`src/rtl/vga_timing_ctrl.sv`:
```
// VGA raster timing generator.
// Free-running horizontal/vertical counters produce pixel coordinates and a
// pixel request for an external pixel source. The source answers PIPE_LAT
// cycles later, so the blanking and sync flags travel through a matching
// delay line before the final output register drives the DAC pins.
//
// Handshake: pixel_req is a pure request strobe with no back-pressure. The
// source must present the colour for a requested coordinate exactly PIPE_LAT
// cycles later; data presented while the delayed active bit is low is dropped.
//
// PIPE_LAT is meant to stay within 0..7.
module vga_timing_ctrl #(
    parameter int H_ACTIVE = 640,
    parameter int H_FP     = 16,
    parameter int H_SYNC   = 96,
    parameter int H_BP     = 48,
    parameter int V_ACTIVE = 480,
    parameter int V_FP     = 10,
    parameter int V_SYNC   = 2,
    parameter int V_BP     = 33,
    parameter int PIPE_LAT = 1
) (
    input  logic       clk,
    input  logic       reset,
    input  logic [7:0] pix_r,
    input  logic [7:0] pix_g,
    input  logic [7:0] pix_b,
    output logic [9:0] pixel_x,
    output logic [9:0] pixel_y,
    output logic       pixel_req,
    output logic       line_start,
    output logic       frame_start,
    output logic       VGA_HS,
    output logic       VGA_VS,
    output logic [7:0] VGA_R,
    output logic [7:0] VGA_G,
    output logic [7:0] VGA_B,
    output logic       VGA_BLANK_N,
    output logic       VGA_SYNC_N,
    output logic       VGA_CLK
);

    // Region boundaries, all expressed in counter units.
    localparam int H_TOTAL = H_ACTIVE + H_FP + H_SYNC + H_BP;
    localparam int V_TOTAL = V_ACTIVE + V_FP + V_SYNC + V_BP;

    localparam logic [9:0] H_LAST     = 10'(H_TOTAL - 1);
    localparam logic [9:0] H_ACT_END  = 10'(H_ACTIVE);
    localparam logic [9:0] H_SYNC_BEG = 10'(H_ACTIVE + H_FP);
    localparam logic [9:0] H_SYNC_END = 10'(H_ACTIVE + H_FP + H_SYNC);

    localparam logic [9:0] V_LAST     = 10'(V_TOTAL - 1);
    localparam logic [9:0] V_ACT_END  = 10'(V_ACTIVE);
    localparam logic [9:0] V_SYNC_BEG = 10'(V_ACTIVE + V_FP);
    localparam logic [9:0] V_SYNC_END = 10'(V_ACTIVE + V_FP + V_SYNC);

    // Raster position.
    logic [9:0] r_h;
    logic [9:0] r_v;

    // Decoded position flags, valid in the same cycle as the counters.
    logic w_h_last;
    logic w_v_last;
    logic w_active;
    logic w_hsync_raw;
    logic w_vsync_raw;

    // Flags after the PIPE_LAT delay line, aligned with the returned colour.
    logic w_act_d;
    logic w_hs_d;
    logic w_vs_d;

    // Output register contents.
    logic [7:0] r_red;
    logic [7:0] r_grn;
    logic [7:0] r_blu;
    logic       r_blank_n;
    logic       r_hs_n;
    logic       r_vs_n;

    // Decode the current counter position into region flags.
    always_comb begin
        w_h_last    = (r_h == H_LAST);
        w_v_last    = (r_v == V_LAST);
        w_active    = (r_h < H_ACT_END) && (r_v < V_ACT_END);
        w_hsync_raw = (r_h >= H_SYNC_BEG) && (r_h < H_SYNC_END);
        w_vsync_raw = (r_v >= V_SYNC_BEG) && (r_v < V_SYNC_END);
    end

    // Horizontal counter wraps every line; vertical advances only on the last
    // pixel of a line, so the bottom-right pixel wraps both together.
    always_ff @(posedge clk) begin
        if (reset) begin
            r_h <= 10'd0;
            r_v <= 10'd0;
        end else if (w_h_last) begin
            r_h <= 10'd0;
            r_v <= w_v_last ? 10'd0 : r_v + 10'd1;
        end else begin
            r_h <= r_h + 10'd1;
        end
    end

    // Delay line that holds the position flags while the source fetches the
    // colour. With zero latency the flags feed the output register directly.
    generate
        if (PIPE_LAT == 0) begin : g_no_dly
            assign w_act_d = w_active;
            assign w_hs_d  = w_hsync_raw;
            assign w_vs_d  = w_vsync_raw;
        end else begin : g_dly
            // Each stage is {active, hsync_raw, vsync_raw}.
            logic [2:0] r_dly [PIPE_LAT];

            // Shift the flags one stage per clock; reset empties the line so
            // no stale sync or active state survives into the new frame.
            always_ff @(posedge clk) begin
                if (reset) begin
                    for (int i = 0; i < PIPE_LAT; i++) begin
                        r_dly[i] <= 3'b000;
                    end
                end else begin
                    r_dly[0] <= {w_active, w_hsync_raw, w_vsync_raw};
                    for (int i = 1; i < PIPE_LAT; i++) begin
                        r_dly[i] <= r_dly[i-1];
                    end
                end
            end

            assign {w_act_d, w_hs_d, w_vs_d} = r_dly[PIPE_LAT-1];
        end
    endgenerate

    // Final output register: colour is gated by the delayed active bit so
    // nothing the source drives during blanking ever reaches the DAC.
    always_ff @(posedge clk) begin
        if (reset) begin
            r_red     <= 8'h00;
            r_grn     <= 8'h00;
            r_blu     <= 8'h00;
            r_blank_n <= 1'b0;
            r_hs_n    <= 1'b1;
            r_vs_n    <= 1'b1;
        end else begin
            r_red     <= w_act_d ? pix_r : 8'h00;
            r_grn     <= w_act_d ? pix_g : 8'h00;
            r_blu     <= w_act_d ? pix_b : 8'h00;
            r_blank_n <= w_act_d;
            r_hs_n    <= ~w_hs_d;
            r_vs_n    <= ~w_vs_d;
        end
    end

    // Coordinate and strobe outputs come straight from the counters; the
    // start pulses are masked by reset so none fire while it is held.
    assign pixel_x     = r_h;
    assign pixel_y     = r_v;
    assign pixel_req   = w_active;
    assign line_start  = (r_h == 10'd0) && !reset;
    assign frame_start = (r_h == 10'd0) && (r_v == 10'd0) && !reset;

    // DAC-side pins.
    assign VGA_R       = r_red;
    assign VGA_G       = r_grn;
    assign VGA_B       = r_blu;
    assign VGA_BLANK_N = r_blank_n;
    assign VGA_HS      = r_hs_n;
    assign VGA_VS      = r_vs_n;
    assign VGA_SYNC_N  = 1'b0;
    assign VGA_CLK     = clk;

endmodule

```
`config.mk`:
```
export PLATFORM = sky130hd
export DESIGN_NAME = vga_timing_ctrl
export DESIGN_NICKNAME = d
export VERILOG_FILES = /design/src/rtl/vga_timing_ctrl.sv
export SDC_FILE = /design/constraint.sdc
export NUM_CORES = 1
export LEC_CHECK = 0
export CORE_MARGIN = 5
export CORE_UTILIZATION = 42
export CTS_CLUSTER_DIAMETER = 100
export CTS_CLUSTER_SIZE = 12
export DETAILED_ROUTE_END_ITERATION = 8
export PLACE_DENSITY = 0.78
export SLEW_MARGIN = 15
export SYNTH_ARGS = -nofsm -noshare
export SYNTH_HDL_FRONTEND = slang
export SYNTH_SLANG_ARGS = --single-unit
```
`constraint.sdc`:
```
create_clock -name clk -period 2.61 [get_ports clk]
set_clock_uncertainty 0.05 [all_clocks]
set_input_delay 0.261 -clock clk [delete_from_list [all_inputs] [get_ports clk]]
set_output_delay 0.261 -clock clk [all_outputs]
set_load 0.01 [all_outputs]
```
# == Word-level counts from Yosys, hierarchy flattened ==
# Memory sizes are Yosys's and may differ from the RTL's.
# Cells that the tools add are included.
# W data, S select, Z words.
# totals
elab_cells,40
register_bits,47
mem_count,1
ram_bits,3
# mem_list
name,words,word_bits,read_ports,rd_clocked_by_memory_dff,wr,line_no,rtl
g_dly.r_dly,1,3,1,0,1,113,logic [2:0] r_dly [PIPE_LAT];
# op_classes
n_reduce_logical,12
n_lt_le_gt_ge,6
n_eq_ne,2
n_bitwise,3
mux,6
add_sub_neg,2
# ops
op,count
$add A10 B1 Y10 const B,2
$eq A10 B10 Y1 const B,2
$logic_not A10 Y1,2
$lt A10 B10 Y1 const B,2
$lt A10 B9 Y1 const B,2
$ge A10 B10 Y1 const B,1
$ge A10 B9 Y1 const B,1
$mux W10,1
$logic_and A1 B1 Y1,6
$mux W1,4
$reduce_or A2 Y1,2
$mux W3,1
$not A1 Y1,3
$reduce_or A3 Y1,1
$logic_not A1 Y1,1

# == Depth between registers and ports, before layout ==
# logic_depth
ltp_word,3
depth_mapped,6
ltp_nobuf,6

==> results.md <==
* Outcome: completed
* Fin worst setup slack at 147 ps
* Initial antenna violation count at 0
* CP max stage cell: clkdlybuf4s50_1
* Post-route ant nets at 0
* Dominant cell type by area after synthesis: dfxtp_1
* Startpoint Class: register
* CP Buf/Inv Count at 1
* Height of the die at 77.1 um
* DR iter-0 viols at 97
* Top_reg_cell synth: dfxtp_1
* Initial Utilization at 0.434
* Post-CTS Setup Inserts at 0
* Warnings from Yosys at 0
* WS Path Type: register to output port
* Drt pass-1 iters at 4
* CTS tree: done
* Diode count at 0
* Vias in the first global route at 1544
* Area grow syn2layout at 48.4%
* PwrDens at 578 mW/mm2
* Clk slew on worst S/H paths at 90 ps
* Area of the die at 0.00594 mm2
* Top delay family on crit path: simple AND/OR/NAND/NOR gates
* RSZ-0062 raised after global routing: false
* Top-Level Pins at 78
* Clk_lat worst skew at 400 ps
* Dpl ws at 436 ps
* Via count at 1604
* Gr ovfl total at 0
* Number of gates resized after cts at 0
* Worst R2R Setup Slack at 430 ps
* Worst endpoint data arrival time at 2150 ps
* Commonest cells post-synth: dfxtp_1, and2_1, nor2_1
* Largest net degree at the start of global routing at 26
* Layout cells sized above 1 at 0.0659
* P_leak at 1.02 nW
* Max-slew violations at 0
* Final period util at 0.944
* Worst slew pin tran at 636 ps
* Global-route wire length before repair at 7540 um
* Switching portion of total power at 0.211
* Max-slew headroom at 0.572
* Cells after synthesis at 195
* Clock power share at 0.428
* Post-synth EDFFs at 0
* # setup viols final at 0
* GPL Wtd Cong at 0.832
* Max Cap Violations at 0
* Gr usage total at 0.164
* Post-Route Setup TNS at 0 ps
* Setup crit end kind: output port
* DR WL/cell at 14.2 um
* DRC at 0
* Flop pwr share at 0.489
* Hold_buf cts at 0
* NetSw at 0.342 mW
* Worst Path Max Fanout at 9
* Peak VDD IR at 0.000348 V
* Maximum clock frequency at 0.406 GHz
* Post-Route WL at 4620 um
* HPWL Detailed at 3380 um
* Critical Path Max Stage Delay at 530 ps
* # rows at 24
* Seq/Total Area, Yosys at 0.530
* Design Power at 1.62 mW
* Post-synth cell types at 32
* #FFs+latches synth at 50
* Crit path cell chain: or3_4, nor2_2, and4_1, clkdlybuf4s50_1
* Final net count at 302
* WP data required at 2300 ps
* Comb power frac at 0.083
* Port-buffer cells at 76
* Synthesized area at 0.00189 mm2
* Die width at 77.1 um
* Area contributors post-synth: dfxtp_1, and2_1, xnor2_1, nor2_1, nand3_1
* Yosys top cell area share at 0.530
* Syn_area_per_cell at 9.69 um2
* Vias per cell at 4.94
* Hold Crit Class: register to register
* Syn Nets at 225
* Minimum clock period at 2460 ps
* Most common cell in the netlist: dfxtp_1
* Hold Violations, Final at 0
* Int Power at 1.28 mW
* Core Footprint at 0.00435 mm2
* Async SR Flop Fraction at 0
path summary, 6_finish.rpt:
path                                 from                       to  cells after the start
max                 pixel_x[5]$_SDFF_PP0_              frame_start                      4
min          g_dly.r_dly[0][1]$_SDFF_PP0_        VGA_HS$_SDFF_PP1_                      1
max reg2reg         pixel_x[0]$_SDFF_PP0_  pixel_y[7]$_SDFFE_PP0N_                      5
min reg2reg  g_dly.r_dly[0][1]$_SDFF_PP0_        VGA_HS$_SDFF_PP1_                      1
through the flow:
step                       util  cells  cell area [um2]  hold slack (ps)
after floorplan               -    195             1890              303
after global placement    0.609    314             2650              308
after detailed placement  0.609    314             2650              313
after CTS                 0.643    325             2800              338
after global routing      0.644    325             2800              338
final                     0.644    325             2800              333
power groups by stage:
stage	sequential, mW	combinational, mW	clock (mW)
2_1_floorplan	0.819	0.0365	0.0316
3_3_place_gp	0.809	0.133	0.0390
3_5_place_dp	0.811	0.135	0.0390
4_1_cts	0.793	0.136	0.711
5_1_grt	0.795	0.145	0.761
6_report	0.792	0.135	0.694
state kept, by name, summed over array words and instances (netlist names):
signal       cells
VGA_B            8
VGA_BLANK_N      1
VGA_G            8
VGA_HS           1
VGA_R            8
VGA_VS           1
g_dly.r_dly      3
pixel_x         10
pixel_y         10
logic make-up after synthesis:
logic type               Yosys count  synth area share
AND/OR/NAND/NOR                  101             0.295
flip-flops                        50             0.530
buffers and inverters             16            0.0523
XOR/XNOR                          14            0.0649
AO/OA/AOI/OAI                      8            0.0245
adder cells (fa/ha/maj)            4            0.0265
other                              1           0.00198
multiplexers                       1           0.00530
routing by layer:
metal / vias up / track usage / part of all wire
met1: 737 / 0.178 / 0.39
met4: 0 / 0.0911 / 0.031
met5: - / 0 / 0
li1: 800 / - / -
met3: 13 / 0.0679 / 0.071
met2: 54 / 0.267 / 0.51
layout by cell type, fill, tap and decap left out, types with 5 or more instances in the layout:
master,count
and2_1,24
nor3_1,10
nor2_1,19
xnor2_1,9
inv_1,5
nor4_1,6
dfxtp_1,50
clkdlybuf4s50_1,76
xor2_1,5
clkbuf_8,8
nand3_1,12
nand2_1,7
nand4_1,6
layout make-up:
| class | count | area (um2) |
|---|---|---|
| Multi-Input combinational cell | 129 | 792 |
| Clock buffer | 10 | 124 |
| Fill cell | 378 | 1550 |
| Tap cell | 52 | 65.1 |
| Sequential cell | 50 | 1000 |
| Inverter | 5 | 18.8 |
| Clock inverter | 2 | 37.5 |
| Timing Repair Buffer | 77 | 766 |
(Power assumes the default switching activity.)
